**config.mk**
```make
export PLATFORM = sky130hd
export DESIGN_NAME = sc_regbus_load_shift
export DESIGN_NICKNAME = d
export VERILOG_FILES = /design/src/rtl/sc_regbus_load_shift_pkg.sv /design/src/rtl/sc_regbus_shift1.sv /design/src/rtl/sc_regbus_load_shift.sv
export SDC_FILE = /design/constraint.sdc
export NUM_CORES = 1
export LEC_CHECK = 0
export ABC_CLOCK_PERIOD_IN_PS = 2500
export CORE_AREA = 2 2 79 81
export DETAILED_ROUTE_END_ITERATION = 8
export DIE_AREA = 0 0 81 83
export PLACE_DENSITY = 0.79
export SLEW_MARGIN = 15
export SYNTH_ARGS = -nofsm -noshare
export SYNTH_HDL_FRONTEND = slang
export SYNTH_SLANG_ARGS = --single-unit
```
**constraint.sdc**
```tcl
create_clock -name SC_RegLOADSHIFT_CLOCK_50 -period 2.5 [get_ports SC_RegLOADSHIFT_CLOCK_50]
set_input_delay 0.25 -clock SC_RegLOADSHIFT_CLOCK_50 [delete_from_list [all_inputs] [get_ports SC_RegLOADSHIFT_CLOCK_50]]
set_output_delay 0.25 -clock SC_RegLOADSHIFT_CLOCK_50 [all_outputs]
set_load 0.01 [all_outputs]
```
**src/rtl/sc_regbus_load_shift_pkg.sv**
```systemverilog
// Shared definitions for the load/shift general register: FSM encoding and
// shift-direction constants.
package sc_regbus_load_shift_pkg;

    typedef enum logic [1:0] {
        STATE_IDLE  = 2'b00,
        STATE_SHIFT = 2'b01,
        STATE_DONE  = 2'b10
    } state_t;

    localparam logic SHIFT_DIR_RIGHT = 1'b0;
    localparam logic SHIFT_DIR_LEFT  = 1'b1;

endpackage

```
**src/rtl/sc_regbus_shift1.sv**
```systemverilog
// Combinational single-step shifter: left, logical right or arithmetic right.
module sc_regbus_shift1
    import sc_regbus_load_shift_pkg::*;
#(
    parameter int DATAWIDTH_BUS = 32
) (
    input  logic [DATAWIDTH_BUS-1:0] shift1Data,
    input  logic                     shift1Dir,
    input  logic                     shift1Arith,
    output logic [DATAWIDTH_BUS-1:0] shift1Result
);

    logic fillBit;

    // Arithmetic right replicates the sign bit; logical right fills with zero.
    assign fillBit = shift1Arith & shift1Data[DATAWIDTH_BUS-1];

    assign shift1Result = (shift1Dir == SHIFT_DIR_LEFT)
                        ? {shift1Data[DATAWIDTH_BUS-2:0], 1'b0}
                        : {fillBit, shift1Data[DATAWIDTH_BUS-1:1]};

endmodule

```
**src/rtl/sc_regbus_load_shift.sv**
```systemverilog
// Bus-side general register with load, clear and a multi-cycle serial shift
// under a start/busy/done handshake; all state moves on the falling clock edge.
module sc_regbus_load_shift
    import sc_regbus_load_shift_pkg::*;
#(
    parameter int                     DATAWIDTH_BUS = 32,
    parameter logic [DATAWIDTH_BUS-1:0] DATA_REG_INIT = 32'h00000000,
    parameter int                     SHAMT_WIDTH   = 5
) (
    input  logic                     SC_RegLOADSHIFT_CLOCK_50,
    input  logic                     SC_RegGENERAL_RESET_InHigh,
    input  logic                     SC_RegLOADSHIFT_Load_InHigh,
    input  logic                     SC_RegLOADSHIFT_Clear_InHigh,
    input  logic [DATAWIDTH_BUS-1:0] SC_RegLOADSHIFT_DataBUS_In,
    input  logic                     SC_RegLOADSHIFT_ShiftStart_InHigh,
    input  logic                     SC_RegLOADSHIFT_ShiftLeft_InHigh,
    input  logic                     SC_RegLOADSHIFT_ShiftArith_InHigh,
    input  logic [SHAMT_WIDTH-1:0]   SC_RegLOADSHIFT_ShiftAmount_In,
    output logic [DATAWIDTH_BUS-1:0] SC_RegLOADSHIFT_DataBUS_Out,
    output logic                     SC_RegLOADSHIFT_Busy_Out,
    output logic                     SC_RegLOADSHIFT_Done_Out,
    output logic                     SC_RegLOADSHIFT_Zero_Out
);

    state_t                   stateReg,  stateNext;
    logic [DATAWIDTH_BUS-1:0] dataReg,   dataNext;
    logic [SHAMT_WIDTH-1:0]   countReg,  countNext;
    logic                     dirReg,    dirNext;
    logic                     arithReg,  arithNext;
    logic [DATAWIDTH_BUS-1:0] shiftedData;

    sc_regbus_shift1 #(
        .DATAWIDTH_BUS (DATAWIDTH_BUS)
    ) u_shift1 (
        .shift1Data   (dataReg),
        .shift1Dir    (dirReg),
        .shift1Arith  (arithReg),
        .shift1Result (shiftedData)
    );

    // NOTE: sequential state uses non-blocking assignments so every register
    // samples pre-edge values; blocking here would create order-dependent races.
    always_ff @(negedge SC_RegLOADSHIFT_CLOCK_50 or posedge SC_RegGENERAL_RESET_InHigh) begin
        if (SC_RegGENERAL_RESET_InHigh) begin
            stateReg <= STATE_IDLE;
            dataReg  <= DATA_REG_INIT;
            countReg <= '0;
            dirReg   <= 1'b0;
            arithReg <= 1'b0;
        end else begin
            stateReg <= stateNext;
            dataReg  <= dataNext;
            countReg <= countNext;
            dirReg   <= dirNext;
            arithReg <= arithNext;
        end
    end

    // NOTE: every output of this block is defaulted first so no path leaves a
    // signal unassigned, which would otherwise infer a latch.
    always_comb begin
        stateNext = stateReg;
        dataNext  = dataReg;
        countNext = countReg;
        dirNext   = dirReg;
        arithNext = arithReg;

        unique case (stateReg)
            STATE_IDLE: begin
                if (SC_RegLOADSHIFT_Clear_InHigh) begin
                    dataNext = '0;
                end else if (SC_RegLOADSHIFT_Load_InHigh) begin
                    dataNext = SC_RegLOADSHIFT_DataBUS_In;
                end else if (SC_RegLOADSHIFT_ShiftStart_InHigh) begin
                    if (SC_RegLOADSHIFT_ShiftAmount_In == '0) begin
                        stateNext = STATE_DONE;
                    end else begin
                        countNext = SC_RegLOADSHIFT_ShiftAmount_In;
                        dirNext   = SC_RegLOADSHIFT_ShiftLeft_InHigh;
                        arithNext = SC_RegLOADSHIFT_ShiftArith_InHigh;
                        stateNext = STATE_SHIFT;
                    end
                end
            end
            STATE_SHIFT: begin
                dataNext  = shiftedData;
                countNext = countReg - SHAMT_WIDTH'(1);
                if (countReg == SHAMT_WIDTH'(1)) begin
                    stateNext = STATE_DONE;
                end
            end
            STATE_DONE: begin
                stateNext = STATE_IDLE;
            end
            default: begin
                stateNext = STATE_IDLE;
            end
        endcase
    end

    assign SC_RegLOADSHIFT_DataBUS_Out = dataReg;
    assign SC_RegLOADSHIFT_Busy_Out    = (stateReg != STATE_IDLE);
    assign SC_RegLOADSHIFT_Done_Out    = (stateReg == STATE_DONE);
    assign SC_RegLOADSHIFT_Zero_Out    = (dataReg == '0);

endmodule
```
## After elaboration in Yosys (flattened, before gate mapping)

Cells that the tools add are included.

| operators by class | value |
|---|---|
| $add $sub $neg | 1 |
| $mul | 0 |
| divide/modulo/power cells | 0 |
| magnitude comparators | 0 |
| equal/unequal tests | 9 |
| shifts and indexed selects | 0 |
| mux-type cells | 15 |
| bitwise gates (word level) | 4 |
| reduce and logical (&&, ||, !) cells | 9 |

Operator list:

| cell | count |
|---|---|
| two-way mux 32 bit | 3 |
| case mux 32 bit (2 select lines) | 1 |
| zero test 32 bit | 1 |
| two-way mux 5 bit | 4 |
| two-way mux 2 bit | 5 |
| inequality test 2 bit, second input constant | 5 |
| case mux 5 bit (2 select lines) | 1 |
| AND reduction 5 bit | 2 |
| equality test 5 x 1 -> 1 bit, second input constant | 1 |
| zero test 5 bit | 1 |
| subtractor 5 x 1 -> 5 bit, second input constant | 1 |
| case mux 2 bit (2 select lines) | 1 |
| AND reduction 4 bit | 1 |
| nonzero test 2 bit | 2 |
| inequality test 3 bit, second input constant | 1 |
| NOT 1 bit | 3 |
| equality test 2 x 1 -> 1 bit, second input constant | 1 |
| equality test 2 bit, second input constant | 1 |
| zero test 2 bit | 1 |
| AND reduction 2 bit | 1 |
| AND 1 bit | 1 |

| storage, ports and cells | value |
|---|---|
| register bits after elaboration | 41 |
| bits in latches | 0 |
| RAM bits | 0 |
| ROM bits | 0 |
| output and inout port bits | 35 |
| logic and storage cells | 43 |
| memories kept | 0 |

## Logic depth before layout (Yosys ltp)

| logic depth | value |
|---|---|
| depth after elaboration | 6 |
| gate-level depth with buffers | 6 |

## Hierarchy

From an unflattened synthesis, not the netlist that was laid out.

| unflattened totals | value |
|---|---|
| cells, all modules | 245 |
| area total of the unflattened synthesis | 2916.5 sq um |

By module, submodules not included:

| module | times used | cells an instance | area an instance (sq um) | seq. area each (sq um) |
|---|---|---|---|---|
| sc_regbus_load_shift | 1 | 207 | 2392.3 | 1026.0 |
| sc_regbus_shift1 | 1 | 38 | 524.3 | 0.0 |

==> impl_metrics.sql <==
INSERT INTO impl_metrics (metric_group, metric, value, unit) VALUES
('run_status', 'run_status', 'complete, but fails checks', ''),
('run_status', 'failed_checks', 'negative setup slack', ''),
('floorplanning', 'die-width', '81', 'um'),
('grt', 'globalRouteOverflowTotal', '0', ''),
('layout', 'multi_input_comb_area', '0.00150', 'mm^2'),
('worst_setup_path', 'worst_r2r_startpoint', 'stateReg[1]', ''),
('floorplanning', 'floorplan.initialDensity', '43.9', '%'),
('clocking', 'clock_transition_at_the_register_clock_pins_on_the_worst_setup_and_hold_paths_after_cts', '0.06', 'ns'),
('detailed_routing', 'avgRoutedWirePerCell', '18.7', 'um'),
('worst_setup_path', 'worstPathBufferInverterCount', '2', ''),
('worst_hold_path', 'worst_hold_path_type', 'reg2reg', ''),
('worst_setup_path', 'required_worst_endpoint', '2.25', 'ns'),
('synth', 'synth.yosys.warnings', '0', ''),
('worst_setup_path', 'critical-path-top-delay-family', 'simple AND/OR/NAND/NOR gates', ''),
('pwr', 'powerDensity', '1240', 'mW/mm^2'),
('worst_hold_path', 'timing.hold.worst.start', 'countReg[0]', ''),
('layout', 'post_route_cells_drive_above_1_share', '41.4', '%'),
('clocking', 'hold_buffers', '0', ''),
('placed_design', 'gpl.final_weighted_congestion', '0.824', ''),
('detailed_routing', 'drt_wl_total', '9.46', 'mm'),
('worst_setup_path', 'setup.worst_path.end_class', 'output pin', ''),
('placed_design', 'io_buffer_count', '78', ''),
('placed_design', 'detailedPlacementHpwl', '5.73', 'mm'),
('clocking', 'clockRootBuffer', 'sky130_fd_sc_hd__clkbuf_8', ''),
('timing', 'timing.slew.headroom', '58.9', '%'),
('clocking', 'cts.htree.levels', '2', ''),
('detailed_routing', 'initialDrtViolationCount', '240', ''),
('synth', 'syn-cell-area', '0.00255', 'mm^2'),
('worst_setup_path', 'timing.critical_path.arrival', '2.70', 'ns'),
('pwr', 'worst_ir_drop_vdd', '0.000649', 'V'),
('timing', 'rsz0062_at_grt', 'true', ''),
('clocking', 'cts_buffers', '5', ''),
('worst_hold_path', 'min_delay_path_depth', '1', ''),
('detailed_routing', 'number_of_nets_with_antenna_violations_after_routing', '0', ''),
('timing', 'setup_viol', '15', ''),
('detailed_routing', 'post_drt_via_cell_ratio', '5.96', ''),
('grt', 'antenna_found_initial', '0', ''),
('synth', 'post_synth_main_area_contributors', 'sky130_fd_sc_hd__dfrtn_1 (40%), sky130_fd_sc_hd__mux2_2 (13%), sky130_fd_sc_hd__a31oi_1 (8.1%)', ''),
('synth', 'synth_simple_gate_area_share', '18.9', '%'),
('clocking', 'clock-sinks', '41', ''),
('timing', 'tightest_slew', '0.616', 'ns'),
('placed_design', 'postPlaceCellArea', '0.00379', 'mm^2'),
('pwr', 'fin_total_pwr', '5.37', 'mW'),
('synth', 'synth_top_family_by_area', 'compound AO/OA/AOI/OAI gates', ''),
('worst_setup_path', 'reg2reg_depth', '5', ''),
('worst_setup_path', 'timing.rr.end', 'dirReg', ''),
('clocking', 'clockBufferDepth', '2', ''),
('layout', 'final_instance_area', '0.00434', 'mm^2'),
('layout', 'synthToLayoutAreaGrowth', '69.9', '%'),
('detailed_routing', 'dr.pass1.iters', '4', ''),
('layout', 'nNetsFinal', '477', ''),
('worst_setup_path', 'worstSetupPathType', 'reg2out', ''),
('pwr', 'cellLeakagePower', '1.91', 'nW'),
('synth', 'postSynthRegisterBits', '41', ''),
('synth', 'syn-num-nets', '335', ''),
('detailed_routing', 'num_vias', '3024', ''),
('synth', 'post-synth-top-area-cell', 'sky130_fd_sc_hd__dfrtn_1', ''),
('worst_setup_path', 'cell_type_of_the_slowest_stage_on_the_worst_timing_path', 'sky130_fd_sc_hd__dfrtn_1', ''),
('floorplanning', 'total_die_area', '0.00672', 'mm^2'),
('grt', 'grt_max_degree', '42', ''),
('worst_hold_path', 'endpoint_of_the_worst_hold_path', 'countReg[0]', ''),
('floorplanning', 'io-pin-count', '79', ''),
('grt', 'grt_first_pass_wirelength', '14.6', 'mm'),
('timing', 'worst_slack_setup_final', '-0.453', 'ns'),
('synth', 'synth_top_cell_area_share', '40.2', '%'),
('flow_run', 'maxCapViolCount', '0', ''),
('timing', 'final-hold-violation-count', '0', ''),
('synth', 'synth_xor_xnor_area_share', '0.686', '%'),
('synth', 'netlist_instances', '289', ''),
('synth', 'synthMuxAreaShare', '14.1', '%'),
('floorplanning', 'number_of_placement_rows', '28', '');
[metrics by stage]
stage,util (%),std cells,setup slack (ns),setup TNS (ns),hold slack (ns)
2_1_floorplan,-,289,-0.331,-0.990,0.402
3_3_place_gp,65.1,472,-0.671,-24.95,0.433
3_5_place_dp,65.1,472,-0.737,-26.66,0.450
4_1_cts,71.7,504,-0.458,-0.957,0.449
5_1_grt,74.6,507,-0.511,-1.77,0.510
6_report,74.6,507,-0.453,-1.34,0.472
[kinds of logic after synthesis]
logic type	Yosys count
AOI/OAI and AO/OA	83
xor gates and xnor gates	2
adders and majority gates	2
buffers and inverters	34
DFF	41
muxes	32
and+or+nand+nor	95
[cell usage after synthesis]
library cell	count
sky130_fd_sc_hd__a2111oi_0	1
sky130_fd_sc_hd__a211o_1	1
sky130_fd_sc_hd__a211oi_1	2
sky130_fd_sc_hd__a211oi_2	1
sky130_fd_sc_hd__a21o_1	1
sky130_fd_sc_hd__a21oi_1	37
sky130_fd_sc_hd__a22oi_1	1
sky130_fd_sc_hd__a31oi_1	33
sky130_fd_sc_hd__a32oi_1	2
sky130_fd_sc_hd__and2_1	1
sky130_fd_sc_hd__and2b_1	1
sky130_fd_sc_hd__and4_1	1
sky130_fd_sc_hd__and4bb_2	1
sky130_fd_sc_hd__buf_1	1
sky130_fd_sc_hd__buf_2	3
sky130_fd_sc_hd__buf_6	3
sky130_fd_sc_hd__clkbuf_1	21
sky130_fd_sc_hd__clkinv_1	1
sky130_fd_sc_hd__dfrtn_1	41
sky130_fd_sc_hd__ha_1	2
sky130_fd_sc_hd__inv_1	5
sky130_fd_sc_hd__mux2_1	2
sky130_fd_sc_hd__mux2_2	30
sky130_fd_sc_hd__nand2_1	35
sky130_fd_sc_hd__nand2b_1	1
sky130_fd_sc_hd__nand3_1	34
sky130_fd_sc_hd__nand3b_1	1
sky130_fd_sc_hd__nand4_1	2
sky130_fd_sc_hd__nor2_1	3
sky130_fd_sc_hd__nor3_1	1
sky130_fd_sc_hd__nor4_1	8
sky130_fd_sc_hd__nor4_2	1
sky130_fd_sc_hd__nor4b_1	2
sky130_fd_sc_hd__o21ai_0	3
sky130_fd_sc_hd__o22ai_1	1
sky130_fd_sc_hd__or2_2	1
sky130_fd_sc_hd__or3_1	1
sky130_fd_sc_hd__or4b_1	1
sky130_fd_sc_hd__xnor2_1	2
[power breakdown]
part,switching (mW),internal [mW]
Combinational,1.53,1.95
Sequential,0.308,1.01
Clock,0.251,0.326
[how the worst max path moves through the flow]
stage / cells past startpoint / start / to
after global routing: 5 / SC_RegLOADSHIFT_DataBUS_Out[27] / SC_RegLOADSHIFT_Zero_Out
final: 5 / SC_RegLOADSHIFT_DataBUS_Out[27] / SC_RegLOADSHIFT_Zero_Out
after global placement: 4 / SC_RegLOADSHIFT_Clear_InHigh / arithReg
after CTS: 4 / SC_RegLOADSHIFT_DataBUS_Out[19] / SC_RegLOADSHIFT_Zero_Out
after detailed placement: 4 / SC_RegLOADSHIFT_Clear_InHigh / dirReg
after floorplan: 4 / SC_RegLOADSHIFT_Clear_InHigh / arithReg
[per-layer routing]
layer	up-vias	GRT usage [%]	share of wire, %
li1	1363	-	-
met1	1484	34.2	39
met2	148	47.2	53
met3	29	3.48	6.3
met4	0	9.24	2.3
met5	-	0	0
[state kept, by name (all words and copies together) (netlist names)]
signal / count
stateReg: 2
SC_RegLOADSHIFT_DataBUS_Out: 32
arithReg: 1
countReg: 5
dirReg: 1
[what timing repair did]
action                     CTS  global route
setup buffers               35            17
cloned                       0             0
gates resized for setup    209            36
pin swaps                    8             7
setup endpoints to repair   76            38
[final cells by class]
cell class / instances / share of cell area, %
Timing Repair Buffer: 163 / 36.4
Multi-Input combinational cell: 214 / 34.6
Sequential cell: 41 / 23.6
Tap cell: 75 / 2.16
Clock buffer: 7 / 1.99
Clock inverter: 1 / 0.692
Inverter: 6 / 0.519
[layout by cell type, fill, tap and decap left out, types with 2 or more instances in the layout]
cell	instances
sky130_fd_sc_hd__nand4_1	2
sky130_fd_sc_hd__a32oi_1	2
sky130_fd_sc_hd__clkbuf_8	6
sky130_fd_sc_hd__buf_4	53
sky130_fd_sc_hd__clkdlybuf4s50_1	36
sky130_fd_sc_hd__nor4b_1	2
sky130_fd_sc_hd__mux2_2	30
sky130_fd_sc_hd__xnor2_1	2
sky130_fd_sc_hd__o21ai_0	3
sky130_fd_sc_hd__buf_2	6
sky130_fd_sc_hd__ha_1	2
sky130_fd_sc_hd__dfrtn_1	41
sky130_fd_sc_hd__a21oi_1	37
sky130_fd_sc_hd__buf_6	60
sky130_fd_sc_hd__mux2_4	2
sky130_fd_sc_hd__inv_2	2
sky130_fd_sc_hd__nor4_4	4
sky130_fd_sc_hd__nand3_1	34
sky130_fd_sc_hd__nand2_1	35
sky130_fd_sc_hd__inv_1	4
sky130_fd_sc_hd__dlygate4sd2_1	4
sky130_fd_sc_hd__nor4_2	3
sky130_fd_sc_hd__nor2_1	3
sky130_fd_sc_hd__nor4_1	2
sky130_fd_sc_hd__a211oi_2	2
sky130_fd_sc_hd__a31oi_1	33
sky130_fd_sc_hd__buf_12	4
No activity file was read; power rests on OpenSTA's default activity.
